[config.mk]
export PLATFORM = sky130hd
export DESIGN_NAME = fpu_share_arb
export DESIGN_NICKNAME = d
export VERILOG_FILES = /design/src/rtl/fpu_share_arb_pkg.sv /design/src/rtl/fpu_share_arb_rr_pick.sv /design/src/rtl/fpu_share_arb.sv
export SDC_FILE = /design/constraint.sdc
export NUM_CORES = 1
export LEC_CHECK = 0
export CORE_AREA = 4 4 175 177
export CTS_CLUSTER_DIAMETER = 100
export DETAILED_ROUTE_END_ITERATION = 10
export DIE_AREA = 0 0 179 181
export HOLD_SLACK_MARGIN = 0.15
export SLEW_MARGIN = 25
export SYNTH_ARGS = -nofsm -noshare
export SYNTH_HDL_FRONTEND = slang
export SYNTH_SLANG_ARGS = --single-unit
[constraint.sdc]
create_clock -name clk -period 5.2 [get_ports clk]
set_input_delay 0.78 -clock clk [delete_from_list [all_inputs] [get_ports clk]]
set_output_delay 0.78 -clock clk [all_outputs]
set_load 0.005 [all_outputs]
[src/rtl/fpu_share_arb_pkg.sv]
// Shared types and constants for the FPU sharing arbiter.
// State encoding and default sizing.
package fpu_share_arb_pkg;

  localparam int N_REQ_DEF   = 4;
  localparam int FPU_LAT_DEF = 4;
  localparam int FLT_W       = 32;
  localparam int OP_W        = 8;
  localparam int CNT_W       = 16;

  typedef enum logic [1:0] {
    IDLE = 2'd0,
    WAIT = 2'd1,
    RESP = 2'd2
  } state_t;

endpackage

[src/rtl/fpu_share_arb_rr_pick.sv]
// Round-robin search: first set request at or above
// the pointer, wrapping from the top index back to 0.
module fpu_share_arb_rr_pick #(
  parameter int N  = 4,
  parameter int IW = 2
) (
  input  logic [N-1:0]  i_req,
  input  logic [IW-1:0] i_ptr,
  output logic [IW-1:0] o_idx,
  output logic          o_any
);

  logic [IW-1:0] w_j;

  // Scan downward in distance so the nearest hit wins.
  always_comb begin
    o_idx = '0;
    o_any = 1'b0;
    w_j   = '0;
    for (int k = N - 1; k >= 0; k--) begin
      w_j = IW'((int'(i_ptr) + k) % N);
      if (i_req[w_j]) begin
        o_idx = w_j;
        o_any = 1'b1;
      end
    end
  end

endmodule

[src/rtl/fpu_share_arb.sv]
// Arbitrates N requesters onto one fixed-latency FPU,
// holds each result until its owner accepts it.
module fpu_share_arb
  import fpu_share_arb_pkg::*;
#(
  parameter int N_REQ   = N_REQ_DEF,
  parameter int FPU_LAT = FPU_LAT_DEF
) (
  input  logic                   clk,
  input  logic                   rst_n,
  input  logic [N_REQ-1:0]       req_valid,
  output logic [N_REQ-1:0]       req_ready,
  input  logic [N_REQ*FLT_W-1:0] req_a,
  input  logic [N_REQ*FLT_W-1:0] req_b,
  input  logic [N_REQ*OP_W-1:0]  req_op,
  output logic [FLT_W-1:0]       fpu_a,
  output logic [FLT_W-1:0]       fpu_b,
  output logic [OP_W-1:0]        fpu_op,
  input  logic [FLT_W-1:0]       fpu_result,
  output logic [N_REQ-1:0]       rsp_valid,
  input  logic [N_REQ-1:0]       rsp_ready,
  output logic [FLT_W-1:0]       rsp_data,
  output logic                   busy,
  output logic [CNT_W-1:0]       op_count
);

  localparam int IW = (N_REQ > 1) ? $clog2(N_REQ) : 1;
  localparam logic [3:0] LAT_LAST = 4'(FPU_LAT - 1);

  state_t             r_state;
  logic [IW-1:0]      r_owner;
  logic [IW-1:0]      r_rr_ptr;
  logic [3:0]         r_lat_cnt;
  logic [FLT_W-1:0]   r_fpu_a;
  logic [FLT_W-1:0]   r_fpu_b;
  logic [OP_W-1:0]    r_fpu_op;
  logic [FLT_W-1:0]   r_rsp_data;
  logic [N_REQ-1:0]   r_rsp_valid;
  logic [CNT_W-1:0]   r_op_count;

  logic [IW-1:0]      w_grant;
  logic               w_any;
  logic               w_accept;
  logic [IW-1:0]      w_next_ptr;

  fpu_share_arb_rr_pick #(
    .N  (N_REQ),
    .IW (IW)
  ) u_rr_pick (
    .i_req (req_valid),
    .i_ptr (r_rr_ptr),
    .o_idx (w_grant),
    .o_any (w_any)
  );

  assign w_accept   = (r_state == IDLE) && w_any;
  assign w_next_ptr = (w_grant == IW'(N_REQ - 1))
                    ? '0 : w_grant + 1'b1;

  assign req_ready = w_accept ? (N_REQ'(1) << w_grant) : '0;
  assign fpu_a     = r_fpu_a;
  assign fpu_b     = r_fpu_b;
  assign fpu_op    = r_fpu_op;
  assign rsp_valid = r_rsp_valid;
  assign rsp_data  = r_rsp_data;
  assign busy      = (r_state != IDLE);
  assign op_count  = r_op_count;

  // Controller: accept, count out the FPU latency, hold result.
  always_ff @(posedge clk or negedge rst_n) begin
    if (!rst_n) begin
      r_state     <= IDLE;
      r_owner     <= '0;
      r_rr_ptr    <= '0;
      r_lat_cnt   <= '0;
      r_fpu_a     <= '0;
      r_fpu_b     <= '0;
      r_fpu_op    <= '0;
      r_rsp_data  <= '0;
      r_rsp_valid <= '0;
      r_op_count  <= '0;
    end else begin
      unique case (r_state)
        IDLE: begin
          if (w_accept) begin
            r_owner   <= w_grant;
            r_fpu_a   <= req_a[FLT_W*int'(w_grant) +: FLT_W];
            r_fpu_b   <= req_b[FLT_W*int'(w_grant) +: FLT_W];
            r_fpu_op  <= req_op[OP_W*int'(w_grant) +: OP_W];
            r_rr_ptr  <= w_next_ptr;
            r_lat_cnt <= '0;
            r_state   <= WAIT;
          end
        end
        WAIT: begin
          r_lat_cnt <= r_lat_cnt + 4'd1;
          if (r_lat_cnt == LAT_LAST) begin
            r_rsp_data  <= fpu_result;
            r_rsp_valid <= N_REQ'(1) << r_owner;
            r_state     <= RESP;
          end
        end
        RESP: begin
          if (rsp_ready[r_owner]) begin
            r_rsp_valid <= '0;
            r_op_count  <= r_op_count + 1'b1;
            r_state     <= IDLE;
          end
        end
        default: r_state <= IDLE;
      endcase
    end
  end

endmodule

==> metrics.cfg, run 1 <==
[clock_tree]
cts.sinks = 134
cts_root_buf = clkbuf_16
cts.path.max_buffers = 2
cts_made_buffers = 17
cts_hold_buffers = 0
clkSlewWorstSetupHoldPaths_ns = 0.07
insertion_delay_ns = 0.42
postCtsSetupBuffers = 0
ctsResizeCount = 0
cts_tree = yes
cts_max_level = 4

[worst_hold_path]
hold_class = input port to asynchronous set/reset pin

[synth]
synth_cell_types = 40
syn_avg_cell_area_um2 = 11.5
ys_warn_count = 0
async_flop_share_pct = 100
synthCells = 603
syn_nets = 937
synth_flop_cell = dfrtp_1
ys_ff_latch = 134
synthesis.area_um2 = 6960
synth_edf_count = 0
yosysSeqAreaShare_pct = 48.2

[grt]
antenna_found_initial = 0
grt-ovfl-total = 0
grtUsageTotal_pct = 16.8
grt_pass1_vias = 6924
grt_start_max_net_pins = 94
grt_first_pass_wirelength_mm = 41.6

[critical_path]
ff2ff_path_depth = 7
cp_cell_sequence = clkdlybuf4s50_1 -> nor2b_1 -> nor2_1 -> o22a_1 -> nand2b_2 -> nor2_1 -> clkdlybuf4s50_1
r2r_slack_ns = 2.14
worst-path-stages = 7
cp.buffers_inverters = 2
crit_type = input port to output pin
worstPathRequired_ns = 4.42
crit_path_top_delay_cell = clkdlybuf4s50_1
crit_arrival_ns = 3.17
timing.rr.end = fpu_a[8]$_DFFE_PN0P_
cpLargestDelayFamily = buffers and inverters
critPathMaxStageDelay_ns = 0.59
crit_path_end_kind = output pin
cp-start-kind = input port
path_max_fanout = 28
worstReg2RegStart = r_rr_ptr[0]$_DFFE_PN0P_

[route]
wire_per_inst_um = 19.7
dr_total_vias = 6660
drt-total-wl_mm = 28.5
drt_pass1_iterations = 4
postRouteAntennaNets = 0
first_iter_violations = 302
drc_errors = 0
vias_per_cell = 4.61

[power_and_ir_drop]
clockPowerShare_pct = 19.9
power_switching_mw = 2.13
combPwrFrac_pct = 49.8
swShare_pct = 35.7
peakVddDrop_v = 0.000214
power_density_nw_per_um2 = 478
power.internal_mw = 3.83
p_seq_share_pct = 30.3
p_leak_nw = 5.33

[timing]
fin_worst_skew_ns = 0.0179
fmax_mhz = 253
tightest_slew_ns = 1.05
rsz0062_at_grt = no
finalHoldViolations = 0
relSlewSlack_pct = 30.3
timing.final.crit_share_pct = 76.0
drv_slew = 0
setup_tns_ns = 0
period_minus_slack_ns = 3.95
holdWs_ns = 0.443
finalSetupViolations = 0

[finish]
final_util_pct = 42.7
area_delta_synth_final_pct = 79.2
postLayoutCellArea_um2 = 12500
antenna_cells = 0
nets = 1377
final_common_cell = clkdlybuf4s50_1
drive_above_1_share_pct = 8.24
mostFrequentLayoutCells = clkdlybuf4s50_1 (457), mux2i_1 (144), dfrtp_1 (134)

[place]
place_congestion = 0.887
portBuffers = 458
hpwl_mm = 21.8
dpl_cell_area_um2 = 11900

[floorplan]
io_pins = 459
initial_core_util_pct = 23.8
die_h_um = 181
dieArea_um2 = 32400
die_w_um = 179
placementRows = 63
core_um2 = 29200

[run_status]
status = completed

[run]
drv_cap = 0

## routing by layer
layer  vias to the layer above  routed length [um]  GRT usage (%)
li1                       3135                   -              -
met1                      3204               11200           20.4
met2                       279               14200           28.2
met3                        42                2260           4.73
met4                         0                 805           5.74
met5                         -                   0              0
## Yosys cell counts (2+ instances only)
master / instances / area share (%)
xor2_1: 2 / 0.25
clkbuf_1: 16 / 0.86
mux2_2: 33 / 5.3
inv_1: 4 / 0.22
o32ai_1: 4 / 0.50
o221ai_1: 72 / 9.1
nor2_1: 5 / 0.27
and3_1: 3 / 0.27
buf_2: 20 / 1.4
dfrtp_1: 134 / 48
nand4_1: 4 / 0.36
mux2i_1: 144 / 21
a21oi_1: 2 / 0.14
and3_2: 3 / 0.32
buf_1: 7 / 0.38
o21ai_0: 10 / 0.72
nand3_2: 3 / 0.43
nand3_1: 3 / 0.22
nand2_1: 91 / 4.9
nor2b_1: 4 / 0.36
ha_1: 4 / 0.72
xnor2_1: 13 / 1.6
and2_1: 2 / 0.18
nand2b_1: 3 / 0.27
buf_6: 2 / 0.32
## registers in the layout (all words and copies together) (netlist names)
name / count
rsp_data: 32
fpu_op: 8
op_count: 16
r_owner: 2
r_rr_ptr: 2
rsp_valid: 4
fpu_b: 32
fpu_a: 32
r_state: 2
r_lat_cnt: 4
## final cells by class
cell class	count	area (um2)
clock buffers	18	429
well taps	390	488
clock inverters	14	131
inverters	4	15.0
repair buffers	467	4670
multi-input cells	419	3390
flip-flops and latches	134	3350
fillers	2834	16800
## power by group through the flow
stage	logic [mW]	registers [mW]	clock network, mW
CTS	3.03	1.81	1.21
finish	2.97	1.80	1.19
detailed placement	3.02	1.82	0
floorplan	1.42	1.80	0
global placement	2.99	1.81	0
global route	3.22	1.87	1.27
## stage by stage
step                      instances  worst slack, ns  total power, mW
after floorplan                 603             2.41             3.22
after detailed placement       1414             1.16             4.84
after global routing           1446             1.06             6.36
after global placement         1414             1.25             4.80
final                          1446             1.25             5.96
after CTS                      1446             1.19             6.05
## worst max-delay path by stage
stage                 start              endpoint  slack, ns
2_1_floorplan  req_valid[0]          req_ready[3]       2.41
3_3_place_gp   req_valid[1]          req_ready[1]       1.25
3_5_place_dp   req_valid[0]  fpu_a[8]$_DFFE_PN0P_       1.16
4_1_cts        req_valid[0]          req_ready[0]       1.19
5_1_grt        req_valid[1]          req_ready[1]       1.06
6_report       req_valid[0]          req_ready[1]       1.25
## kinds of logic (layout without fill, tap and decap cells)
kind of cell / after synthesis / count (layout) / synth area share, %
muxes: 178 / 178 / 26.4
buffers and inverters: 50 / 503 / 3.33
adders and majority gates: 4 / 4 / 0.719
xor gates and xnor gates: 15 / 15 / 1.89
DFF: 134 / 134 / 48.2
AOI/OAI and AO/OA: 93 / 93 / 11.1
and+or+nand+nor: 129 / 129 / 8.47
No activity file was read; power rests on OpenSTA's default activity.
==> run 2, diff against run 1 <==
Settings changed: CORE_AREA 4 4 175 177 to 4 4 174 176, DIE_AREA 0 0 179 181 to 0 0 178 180.
Clock period 5.2 ns to 3.31 ns, I/O delays scaled along.
==> metrics.cfg, run 2 (synthesized netlist as in run 1, its figures left out) <==
[timing]
fin_worst_skew_ns = 0.0191  ; was 0.0179 ns
setup_tns_ns = 0  ; unchanged
drv_slew = 0  ; unchanged
finalHoldViolations = 0  ; unchanged
tightest_slew_ns = 0.867  ; was 1.05 ns
fmax_mhz = 324
timing.final.crit_share_pct = 93.2
holdWs_ns = 0.477  ; was 0.443 ns
finalSetupViolations = 0  ; unchanged
period_minus_slack_ns = 3.08
relSlewSlack_pct = 42.2  ; was 30.3%
rsz0062_at_grt = no  ; unchanged

[critical_path]
worstReg2RegStart = r_rr_ptr[0]$_DFFE_PN0P_  ; unchanged
cp-start-kind = input port  ; unchanged
crit_path_top_delay_cell = clkdlybuf4s50_1  ; unchanged
worstPathRequired_ns = 2.81  ; was 4.42 ns
crit_path_end_kind = output pin  ; unchanged
crit_arrival_ns = 2.59  ; was 3.17 ns
cpLargestDelayFamily = buffers and inverters  ; unchanged
timing.rr.end = fpu_op[1]$_DFFE_PN0P_  ; was fpu_a[8]$_DFFE_PN0P_
critPathMaxStageDelay_ns = 0.52  ; was 0.59 ns
cp.buffers_inverters = 3  ; was 2
cpMostUsedCell = clkdlybuf4s50_1
ff2ff_path_depth = 6  ; was 7
r2r_slack_ns = 1.03  ; was 2.14 ns
path_max_fanout = 5  ; was 28
crit_type = input port to output pin  ; unchanged
cp_cell_sequence = clkdlybuf4s50_1 -> nor2b_1 -> o21ai_0 -> o221ai_4 -> inv_1 -> ha_1 -> and2_1 -> clkdlybuf4s50_1  ; was clkdlybuf4s50_1 -> nor2b_1 -> nor2_1 -> o22a_1 -> nand2b_2 -> nor2_1 -> clkdlybuf4s50_1

[floorplan]
dieArea_um2 = 32000  ; was 32400 um2
io_pins = 459  ; unchanged
die_w_um = 178  ; was 179 um
initial_core_util_pct = 24.3  ; was 23.8%
die_h_um = 180  ; was 181 um
core_um2 = 28600  ; was 29200 um2
placementRows = 62  ; was 63

[route]
postRouteAntennaNets = 0  ; unchanged
wl_met2_mm = 14.5  ; was 14.2 mm
drc_errors = 0  ; unchanged
drt_pass1_iterations = 4  ; unchanged
dr_wl_met3_mm = 2.05  ; was 2.26 mm
drt-total-wl_mm = 28.5  ; about the same
dr_total_vias = 6635  ; was 6660
top_layer_used = met4  ; unchanged
met1Wirelength_mm = 11.6  ; was 11.2 mm
first_iter_violations = 311  ; was 302
vias_per_cell = 4.59  ; was 4.61
wire_per_inst_um = 19.8  ; was 19.7 um

[finish]
antenna_cells = 0  ; unchanged
nets = 1383  ; was 1377
final_common_cell = clkdlybuf4s50_1  ; unchanged
fillers = 2678  ; was 2834
ff_latch_area_um2 = 3350  ; unchanged
drive_above_1_share_pct = 8.67  ; was 8.24%
multi_input_area_um2 = 3400  ; was 3390 um2
area_delta_synth_final_pct = 81.5  ; was 79.2%
mostFrequentLayoutCells = clkdlybuf4s50_1 (457), mux2i_1 (144), dfrtp_1 (134)  ; unchanged

[worst_hold_path]
hold_depth = 1
hold_class = flop to flop  ; was input port to asynchronous set/reset pin
min_delay_worst_endpoint = op_count[15]$_DFFE_PN0P_
hp-start = op_count[15]$_DFFE_PN0P_

[clock_tree]
cts_tree = yes  ; unchanged
ctsResizeCount = 0  ; unchanged
cts_made_buffers = 17  ; unchanged
insertion_delay_ns = 0.42  ; about the same
clkSlewWorstSetupHoldPaths_ns = 0.07  ; about the same
cts.sinks = 134  ; unchanged
cts.path.max_buffers = 2  ; unchanged
cts_max_level = 4  ; unchanged
cts_root_buf = clkbuf_16  ; unchanged

[power_and_ir_drop]
peakVddDrop_v = 0.000499  ; was 0.000214 V
p_leak_nw = 5.42  ; was 5.33 nW
power_density_nw_per_um2 = 764  ; was 478 nW/um2

[grt]
antenna_found_initial = 0  ; unchanged
grt_pass1_vias = 6886  ; was 6924
grt-ovfl-total = 0  ; unchanged
grt_first_pass_wirelength_mm = 42.1  ; was 41.6 mm
grtUsageTotal_pct = 17.0  ; was 16.8%
grt_start_max_net_pins = 107  ; was 94

[run]
drv_cap = 0  ; unchanged

[place]
place_congestion = 0.799  ; was 0.887
portBuffers = 458  ; unchanged
hpwl_mm = 21.6  ; was 21.8 mm

[run_status]
status = completed  ; unchanged

## run 2: cell count changes in the layout (fill, tap and decap cells not counted), sizes merged
| cell | before | now |
|---|---|---|
| clkinvlp | 3 | 1 |
| clkinv | 3 | 5 |
| clkbuf | 18 | 17 |
| buf | 10 | 15 |
| bufinv | 0 | 5 |
| dlygate4sd3 | 0 | 1 |
| inv | 12 | 7 |
## run 2: worst register-to-register path: stages (launching register included)
cell and delay [ns]:
dfrtp_1 0.41, nor2b_1 0.15, a21oi_1 0.09, o221ai_4 0.28
buf_12 0.50, mux2i_1 0.56, o221ai_1 0.15
## run 2: through the flow
step	instances	setup slack [ns]	utilization [%]	power, mW	instance area [um2]
2_1_floorplan	603	1.09	-	5.06	6960
3_3_place_gp	1413	0.305	41.8	7.55	12000
3_5_place_dp	1413	0.239	41.8	7.60	12000
4_1_cts	1445	0.234	44.1	9.82	12600
5_1_grt	1445	0.0994	44.1	10.3	12600
6_report	1445	0.225	44.1	9.65	12600
## run 2: final cells by class
type | count | area share, %
clock buffers | 17 | 3.37
clock inverters | 14 | 1.77
inverters | 4 | 0.119
multi-input cells | 419 | 26.9
flip-flops and latches | 134 | 26.5
well taps | 384 | 3.80
repair buffers | 473 | 37.5
## run 2: per-layer routing
layer	global-route usage (%)	up-vias
met5	0	-
met3	4.58	17
met1	20.8	3213
met2	29.7	254
met4	3.96	0
li1	-	3151
## run 2: worst max path at each step
stage                 startpoint           end  slack [ns]  depth (start not counted)
global route        req_valid[0]  req_ready[3]         0.1                          8
floorplan           req_valid[0]  req_ready[3]        1.09                          8
global placement    req_valid[2]  req_ready[3]        0.31                          8
detailed placement  req_valid[0]  req_ready[3]        0.24                          8
CTS                 req_valid[2]  req_ready[3]        0.23                          8
finish              req_valid[2]  req_ready[3]        0.23                          8
## run 2: report_power, final
part	internal (mW)	switching (mW)	leakage (nW)
logic	2.68	2.03	3.45
registers	2.38	0.422	1.66
clock network	1.35	0.801	0.314
## run 2: timing repair
| action | in CTS | in global routing |
|---|---|---|
| hold buffers | 1 | 0 |
| buffers inserted | 0 | 0 |
| endpoints found under the hold margin | 65 | 0 |
